==> src/rtl/mux_fault_pkg.sv <==
// Shared constants and state encoding for the MUX32 fault-injection campaign controller.
package mux_fault_pkg;

  localparam int unsigned WIDTH = 32;
  localparam int unsigned CNT_W = 16;

  localparam logic [31:0] DEF_SEED    = 32'hACE1_2468;
  localparam logic [31:0] LFSR_TAPS   = 32'h8020_0003;
  localparam logic [31:0] D2_SCRAMBLE = 32'h5555_5555;

  typedef enum logic [2:0] {
    ST_IDLE,
    ST_SEED,
    ST_CLEAN_RUN,
    ST_DRAIN_C,
    ST_FAULT_RUN,
    ST_DRAIN_F,
    ST_DONE
  } state_e;

endpackage

==> src/rtl/mux_vec_gen.sv <==
// Galois LFSR plus mapping of its state onto registered data1/data2/select vectors.
module mux_vec_gen
  import mux_fault_pkg::*;
#(
  parameter int unsigned      WIDTH    = 32,
  parameter logic [WIDTH-1:0] RST_SEED = WIDTH'(DEF_SEED)
) (
  input  logic             clk,
  input  logic             rst,
  input  logic             load,
  input  logic             step,
  input  logic [WIDTH-1:0] seed,
  output logic [WIDTH-1:0] data1,
  output logic [WIDTH-1:0] data2,
  output logic             select
);

  localparam int unsigned HALF = WIDTH / 2;

  logic [WIDTH-1:0] lfsr_q;
  logic [WIDTH-1:0] src;
  logic [WIDTH-1:0] src_next;

  // Vector source is the seed on a load, else the current LFSR state; advance it by one step.
  always_comb begin
    src      = load ? seed : lfsr_q;
    src_next = (src >> 1) ^ (src[0] ? WIDTH'(LFSR_TAPS) : '0);
  end

  // Present the source as a vector and move the LFSR on; hold everything otherwise.
  always_ff @(posedge clk or posedge rst) begin
    if (rst) begin
      lfsr_q <= RST_SEED;
      data1  <= '0;
      data2  <= '0;
      select <= 1'b0;
    end else if (load || step) begin
      lfsr_q <= src_next;
      data1  <= src;
      data2  <= {src[HALF-1:0], src[WIDTH-1:HALF]} ^ WIDTH'(D2_SCRAMBLE);
      select <= src[0] ^ src[WIDTH-1];
    end
  end

endmodule

==> src/rtl/mux32_fault_campaign_ctrl.sv <==
// Runs a clean pass then a faulted pass of LFSR vectors into the MUX32 netlist and scores mismatches.
module mux32_fault_campaign_ctrl #(
  parameter int unsigned WIDTH    = 32,
  parameter int unsigned CNT_W    = 16,
  parameter logic [31:0] DEF_SEED = 32'hACE1_2468
) (
  input  logic             clk_i,
  input  logic             rst_i,
  input  logic             start_i,
  input  logic             abort_i,
  input  logic [31:0]      seed_i,
  input  logic [CNT_W-1:0] num_vec_i,
  output logic [WIDTH-1:0] data1_o,
  output logic [WIDTH-1:0] data2_o,
  output logic             select_o,
  output logic             fault_o,
  input  logic [WIDTH-1:0] dut_data_i,
  output logic             busy_o,
  output logic             done_o,
  output logic             clean_err_o,
  output logic             detected_o,
  output logic [CNT_W-1:0] first_det_idx_o,
  output logic [CNT_W-1:0] mismatch_cnt_o
);
  import mux_fault_pkg::*;

  state_e           state;
  logic [CNT_W-1:0] n_q;
  logic [CNT_W-1:0] idx_q;
  logic [31:0]      seed_q;

  logic             cmp_valid_q;
  logic             cmp_fault_q;
  logic             cmp_mis_q;
  logic [CNT_W-1:0] cmp_idx_q;

  logic             run_c;
  logic             last_vec_c;
  logic             clean_err_c;
  logic             vg_load_c;
  logic             vg_step_c;
  logic [WIDTH-1:0] golden_c;

  // Control decodes; clean_err_c folds in the mismatch still waiting in the compare stage.
  always_comb begin
    run_c       = (state == ST_CLEAN_RUN) || (state == ST_FAULT_RUN);
    last_vec_c  = (idx_q == n_q - CNT_W'(1));
    clean_err_c = clean_err_o | (cmp_valid_q & ~cmp_fault_q & cmp_mis_q);
    vg_load_c   = !abort_i && (((state == ST_SEED) && (n_q != '0)) ||
                               ((state == ST_DRAIN_C) && !clean_err_c));
    vg_step_c   = !abort_i && run_c && !last_vec_c;
    golden_c    = select_o ? data2_o : data1_o;
  end

  mux_vec_gen #(
    .WIDTH    (WIDTH),
    .RST_SEED (WIDTH'(DEF_SEED))
  ) u_vec_gen (
    .clk    (clk_i),
    .rst    (rst_i),
    .load   (vg_load_c),
    .step   (vg_step_c),
    .seed   (WIDTH'(seed_q)),
    .data1  (data1_o),
    .data2  (data2_o),
    .select (select_o)
  );

  // Campaign sequencer with registered busy/done/fault.
  always_ff @(posedge clk_i or posedge rst_i) begin
    if (rst_i) begin
      state   <= ST_IDLE;
      busy_o  <= 1'b0;
      done_o  <= 1'b0;
      fault_o <= 1'b0;
      idx_q   <= '0;
      n_q     <= '0;
      seed_q  <= DEF_SEED;
    end else begin
      done_o <= 1'b0;
      if ((state != ST_IDLE) && abort_i) begin
        state   <= ST_IDLE;
        busy_o  <= 1'b0;
        fault_o <= 1'b0;
      end else begin
        case (state)
          ST_IDLE: begin
            if (start_i) begin
              n_q    <= num_vec_i;
              seed_q <= (seed_i == '0) ? DEF_SEED : seed_i;
              busy_o <= 1'b1;
              state  <= ST_SEED;
            end
          end
          ST_SEED: begin
            idx_q <= '0;
            if (n_q == '0) begin
              state  <= ST_DONE;
              done_o <= 1'b1;
            end else begin
              state <= ST_CLEAN_RUN;
            end
          end
          ST_CLEAN_RUN: begin
            if (last_vec_c) state <= ST_DRAIN_C;
            else            idx_q <= idx_q + CNT_W'(1);
          end
          ST_DRAIN_C: begin
            if (clean_err_c) begin
              state  <= ST_DONE;
              done_o <= 1'b1;
            end else begin
              state   <= ST_FAULT_RUN;
              fault_o <= 1'b1;
              idx_q   <= '0;
            end
          end
          ST_FAULT_RUN: begin
            if (last_vec_c) state <= ST_DRAIN_F;
            else            idx_q <= idx_q + CNT_W'(1);
          end
          ST_DRAIN_F: begin
            state   <= ST_DONE;
            done_o  <= 1'b1;
            fault_o <= 1'b0;
          end
          ST_DONE: begin
            state  <= ST_IDLE;
            busy_o <= 1'b0;
          end
          default: state <= ST_IDLE;
        endcase
      end
    end
  end

  // Capture the compare result of the vector currently on the netlist inputs.
  always_ff @(posedge clk_i or posedge rst_i) begin
    if (rst_i) begin
      cmp_valid_q <= 1'b0;
      cmp_fault_q <= 1'b0;
      cmp_mis_q   <= 1'b0;
      cmp_idx_q   <= '0;
    end else begin
      cmp_valid_q <= run_c && !abort_i;
      cmp_fault_q <= (state == ST_FAULT_RUN);
      cmp_mis_q   <= (dut_data_i != golden_c);
      cmp_idx_q   <= idx_q;
    end
  end

  // Accumulate compare results one cycle behind the vectors.
  always_ff @(posedge clk_i or posedge rst_i) begin
    if (rst_i) begin
      clean_err_o     <= 1'b0;
      detected_o      <= 1'b0;
      first_det_idx_o <= '0;
      mismatch_cnt_o  <= '0;
    end else if ((state == ST_IDLE) && start_i) begin
      clean_err_o     <= 1'b0;
      detected_o      <= 1'b0;
      first_det_idx_o <= '0;
      mismatch_cnt_o  <= '0;
    end else if (cmp_valid_q && cmp_mis_q) begin
      if (!cmp_fault_q) begin
        clean_err_o <= 1'b1;
      end else begin
        if (!detected_o) begin
          detected_o      <= 1'b1;
          first_det_idx_o <= cmp_idx_q;
        end
        if (mismatch_cnt_o != '1) mismatch_cnt_o <= mismatch_cnt_o + CNT_W'(1);
      end
    end
  end

endmodule

==> config.mk <==
export PLATFORM = sky130hd
export DESIGN_NAME = mux32_fault_campaign_ctrl
export DESIGN_NICKNAME = d
export VERILOG_FILES = /design/src/rtl/mux_fault_pkg.sv /design/src/rtl/mux_vec_gen.sv /design/src/rtl/mux32_fault_campaign_ctrl.sv
export SDC_FILE = /design/constraint.sdc
export NUM_CORES = 1
export LEC_CHECK = 0
export ABC_AREA = 1
export CAP_MARGIN = 20
export CORE_MARGIN = 2
export CORE_UTILIZATION = 37
export CTS_CLUSTER_DIAMETER = 30
export DETAILED_ROUTE_END_ITERATION = 10
export HOLD_SLACK_MARGIN = 0.1
export PLACE_DENSITY = 0.73
export REMOVE_ABC_BUFFERS = 1
export SLEW_MARGIN = 30
export SYNTH_ARGS = -nofsm -noshare
export SYNTH_HDL_FRONTEND = slang
export SYNTH_SLANG_ARGS = --single-unit
==> constraint.sdc <==
create_clock -name clk_i -period 5.28 [get_ports clk_i]
set_clock_uncertainty 0.15 [all_clocks]
set_input_delay 0.528 -clock clk_i [delete_from_list [all_inputs] [get_ports clk_i]]
set_output_delay 0.528 -clock clk_i [all_outputs]
set_load 0.05 [all_outputs]
==> impl_metrics.yaml <==
clocking:
  cts_root_buffer: "clkbuf_16"
  path_clk_slew_ns: 0.08
  cts.repair.resized: 0
  postCtsSetupBuffers: 0
  cts_buffers: 17
  cts_tree: "yes"
  clkSinkCount: 187
  clockBufferDepth: 2
  insertion_delay_ns: 0.44
  h-tree-depth: 4
  postCtsHoldBufs: 0
placement:
  placed_area_um2: 12000
  gp_congestion: 0.891
  hpwl_um: 19300
  place.port_buffers: 185
floorplanning:
  die_w_um: 170
  core_um2: 27000
  die_area_um2: 28900
  start_util: 0.378
  die_y_um: 170
  ios: 186
  row_count: 60
routing:
  vias: 9029
  drc: 0
  routedWlPerCell_um: 14.7
  first_pass_iters: 7
  vias_per_cell: 4.93
  postRouteAntennaNets: 0
  wirelength_um: 27000
  drt_iter0_markers: 579
pwr:
  max-vdd-ir-drop_uv: 232
  pwr_density_cell_nw_per_um2: 582
  leakagePower_nw: 5.91
  p_total_mw: 7.34
worst_hold_path:
  hp-start: "seed_q[22]"
  hp-class: "reg -> reg"
global_routing:
  grt_max_degree: 97
  grt_pass1_vias: 8523
  grt_pass1_wl_um: 43500
  antenna_found_initial: 0
  grt_usage: 0.189
  grt-ovfl-total: 0
finish:
  layout-drive-gt1-share: 0.0577
  layout_common_cells: "nand2_1, clkdlybuf4s50_1, inv_1, dfrtp_1, o21ai_0"
  final_area_um2: 12600
  fin_nets: 1565
  fillers: 2633
  final_common_cell: "nand2_1"
  area_growth_pct: 23.6
sta:
  slew_viol_final: 0
  fin_crit_sh: 0.655
  grt_setup_unrepaired: "false"
  slew_headroom: 0.384
  hold_viol_final: 0
  setup_viol: 0
  tightest_slew_ns: 0.916
  period_needed_ns: 3.46
  fmax_mhz: 289
synthesis:
  synth_cells: 1358
  synth-seq-area-share: 0.462
  yosysWarningCount: 0
  netlist_area_um2: 10200
  avgSynthCellArea_um2: 7.51
  synthDistinctLibCells: 33
  synth_seq_cells: 187
run_status:
  status: "finished, final reports clean"
critical_path:
  rr_endpoint: "u_vec_gen.data1[30]"
  cp_max_fo: 66
  arrival_ns: 3.62
  path_class: "reg -> reg"
  critPathLaunchType: "register"
  cp-end-kind: "register"
  ff2ff_setup_slack_ns: 1.82
  reg2reg_from: "n_q[0]"
  r2r_cells: 15
  crit_start: "n_q[0]"
  worstSetupEndpoint: "u_vec_gen.data1[30]"
  cp.required_ns: 5.45
flow_run:
  cap_violations: 0
==> layer usage <==
layer,track usage,vias up,wire length (um)
li1,-,4499,-
met1,0.250,4252,11900
met2,0.321,252,13000
met3,0.0323,26,1640
met4,0.0491,0,376
met5,0,-,0
==> worst min-delay path by stage <==
stage | slack [ns] | cells after the start | to
finish | 0.33 | 2 | seed_q[22]
global route | 0.34 | 2 | seed_q[22]
CTS | 0.32 | 2 | seed_q[22]
detailed placement | 0.31 | 2 | seed_q[22]
global placement | 0.31 | 2 | seed_q[22]
floorplan | 0.26 | 0 | cmp_idx_q[2]
==> sequential cells by signal, summed over array words and instances (netlist names), 3 cells and up <==
name	cells
mismatch_cnt_o	16
state	3
u_vec_gen.data2	22
cmp_idx_q	16
u_vec_gen.data1	9
seed_q	32
first_det_idx_o	16
idx_q	16
u_vec_gen.lfsr_q	32
n_q	16
==> through the flow <==
step | setup WS, ns | instances | hold WS [ns] | util | setup TNS, ns
finish | 1.82 | 1832 | 0.328 | 0.467 | 0
global route | 1.41 | 1831 | 0.340 | 0.467 | 0
CTS | 1.51 | 1831 | 0.324 | 0.466 | 0
detailed placement | 1.53 | 1799 | 0.310 | 0.446 | 0
global placement | 1.63 | 1799 | 0.306 | 0.445 | 0
floorplan | -0.440 | 1267 | 0.262 | - | -70.90
==> critical path, cell delays in order (launching register included) <==
cell and delay, ns:
dfrtp_1 0.41, inv_1 0.18, ha_1 0.30, nand3_1 0.18, inv_1 0.12, nand2_1 0.06
nand2_1 0.08, nand2_1 0.06, inv_1 0.05, nand2_1 0.05, nor2_1 0.12, nand2_2 0.14
nand2_4 0.56, nand2_4 0.54, nand2_1 0.23, nand2_1 0.07
==> synth_stat cells <==
library cell	count	share of area
a21oi_1	16	0.0078
nand2_4	1	0.0011
nor2_4	2	0.0022
mux2i_1	4	0.0039
xor2_1	36	0.031
dfrtp_1	161	0.39
ha_1	4	0.0049
buf_1	1	0.00037
a31oi_1	2	0.0012
nand3_1	126	0.062
inv_1	170	0.063
nor2_1	92	0.034
o21bai_1	1	0.00074
o31ai_1	2	0.0015
mux2_2	2	0.0022
o21ai_1	3	0.0015
clkbuf_1	36	0.013
nand3b_1	2	0.0015
buf_4	35	0.026
nand2_1	394	0.14
nand2_2	6	0.0037
o21a_1	2	0.0015
o21ai_0	136	0.067
nor3_1	14	0.0069
nor2_2	6	0.0037
nor4_1	14	0.0086
a211oi_1	2	0.0015
buf_2	13	0.0064
buf_6	6	0.0066
inv_2	1	0.00037
nand4_1	23	0.014
xnor2_1	19	0.016
dfstp_2	26	0.067
==> cell families (layout without fill, tap and decap cells) <==
| group | after synthesis | in the layout | synth area share |
|---|---|---|---|
| compound gates | 164 | 164 | 0.0824 |
| xor+xnor | 55 | 55 | 0.0472 |
| fa+ha+maj | 4 | 4 | 0.00491 |
| buf+inv | 262 | 394 | 0.115 |
| flops | 187 | 187 | 0.462 |
| mux | 6 | 6 | 0.00613 |
| other cells | 0 | 1 | 0 |
| simple gates | 680 | 680 | 0.282 |
==> report_power, final <==
group,total (mW),internal (mW),leakage (nW),switching [mW]
logic,3.66,1.20,3.27,2.46
clock network,1.24,0.628,0.270,0.616
registers,2.44,1.97,2.38,0.468
total,7.34,3.80,5.91,3.55
==> final cells by class <==
class	instances	area, um2	share of cell area
tap	341	427	0.0338
inverter	171	652	0.0517
clock inverter	13	131	0.0104
clock buffer	19	433	0.0343
timing repair buffer	191	1900	0.150
sequential	187	4710	0.374
multi-input combinational	909	4360	0.346
antenna	1	2.50	0.000198
No activity file was read; power rests on OpenSTA's default activity.
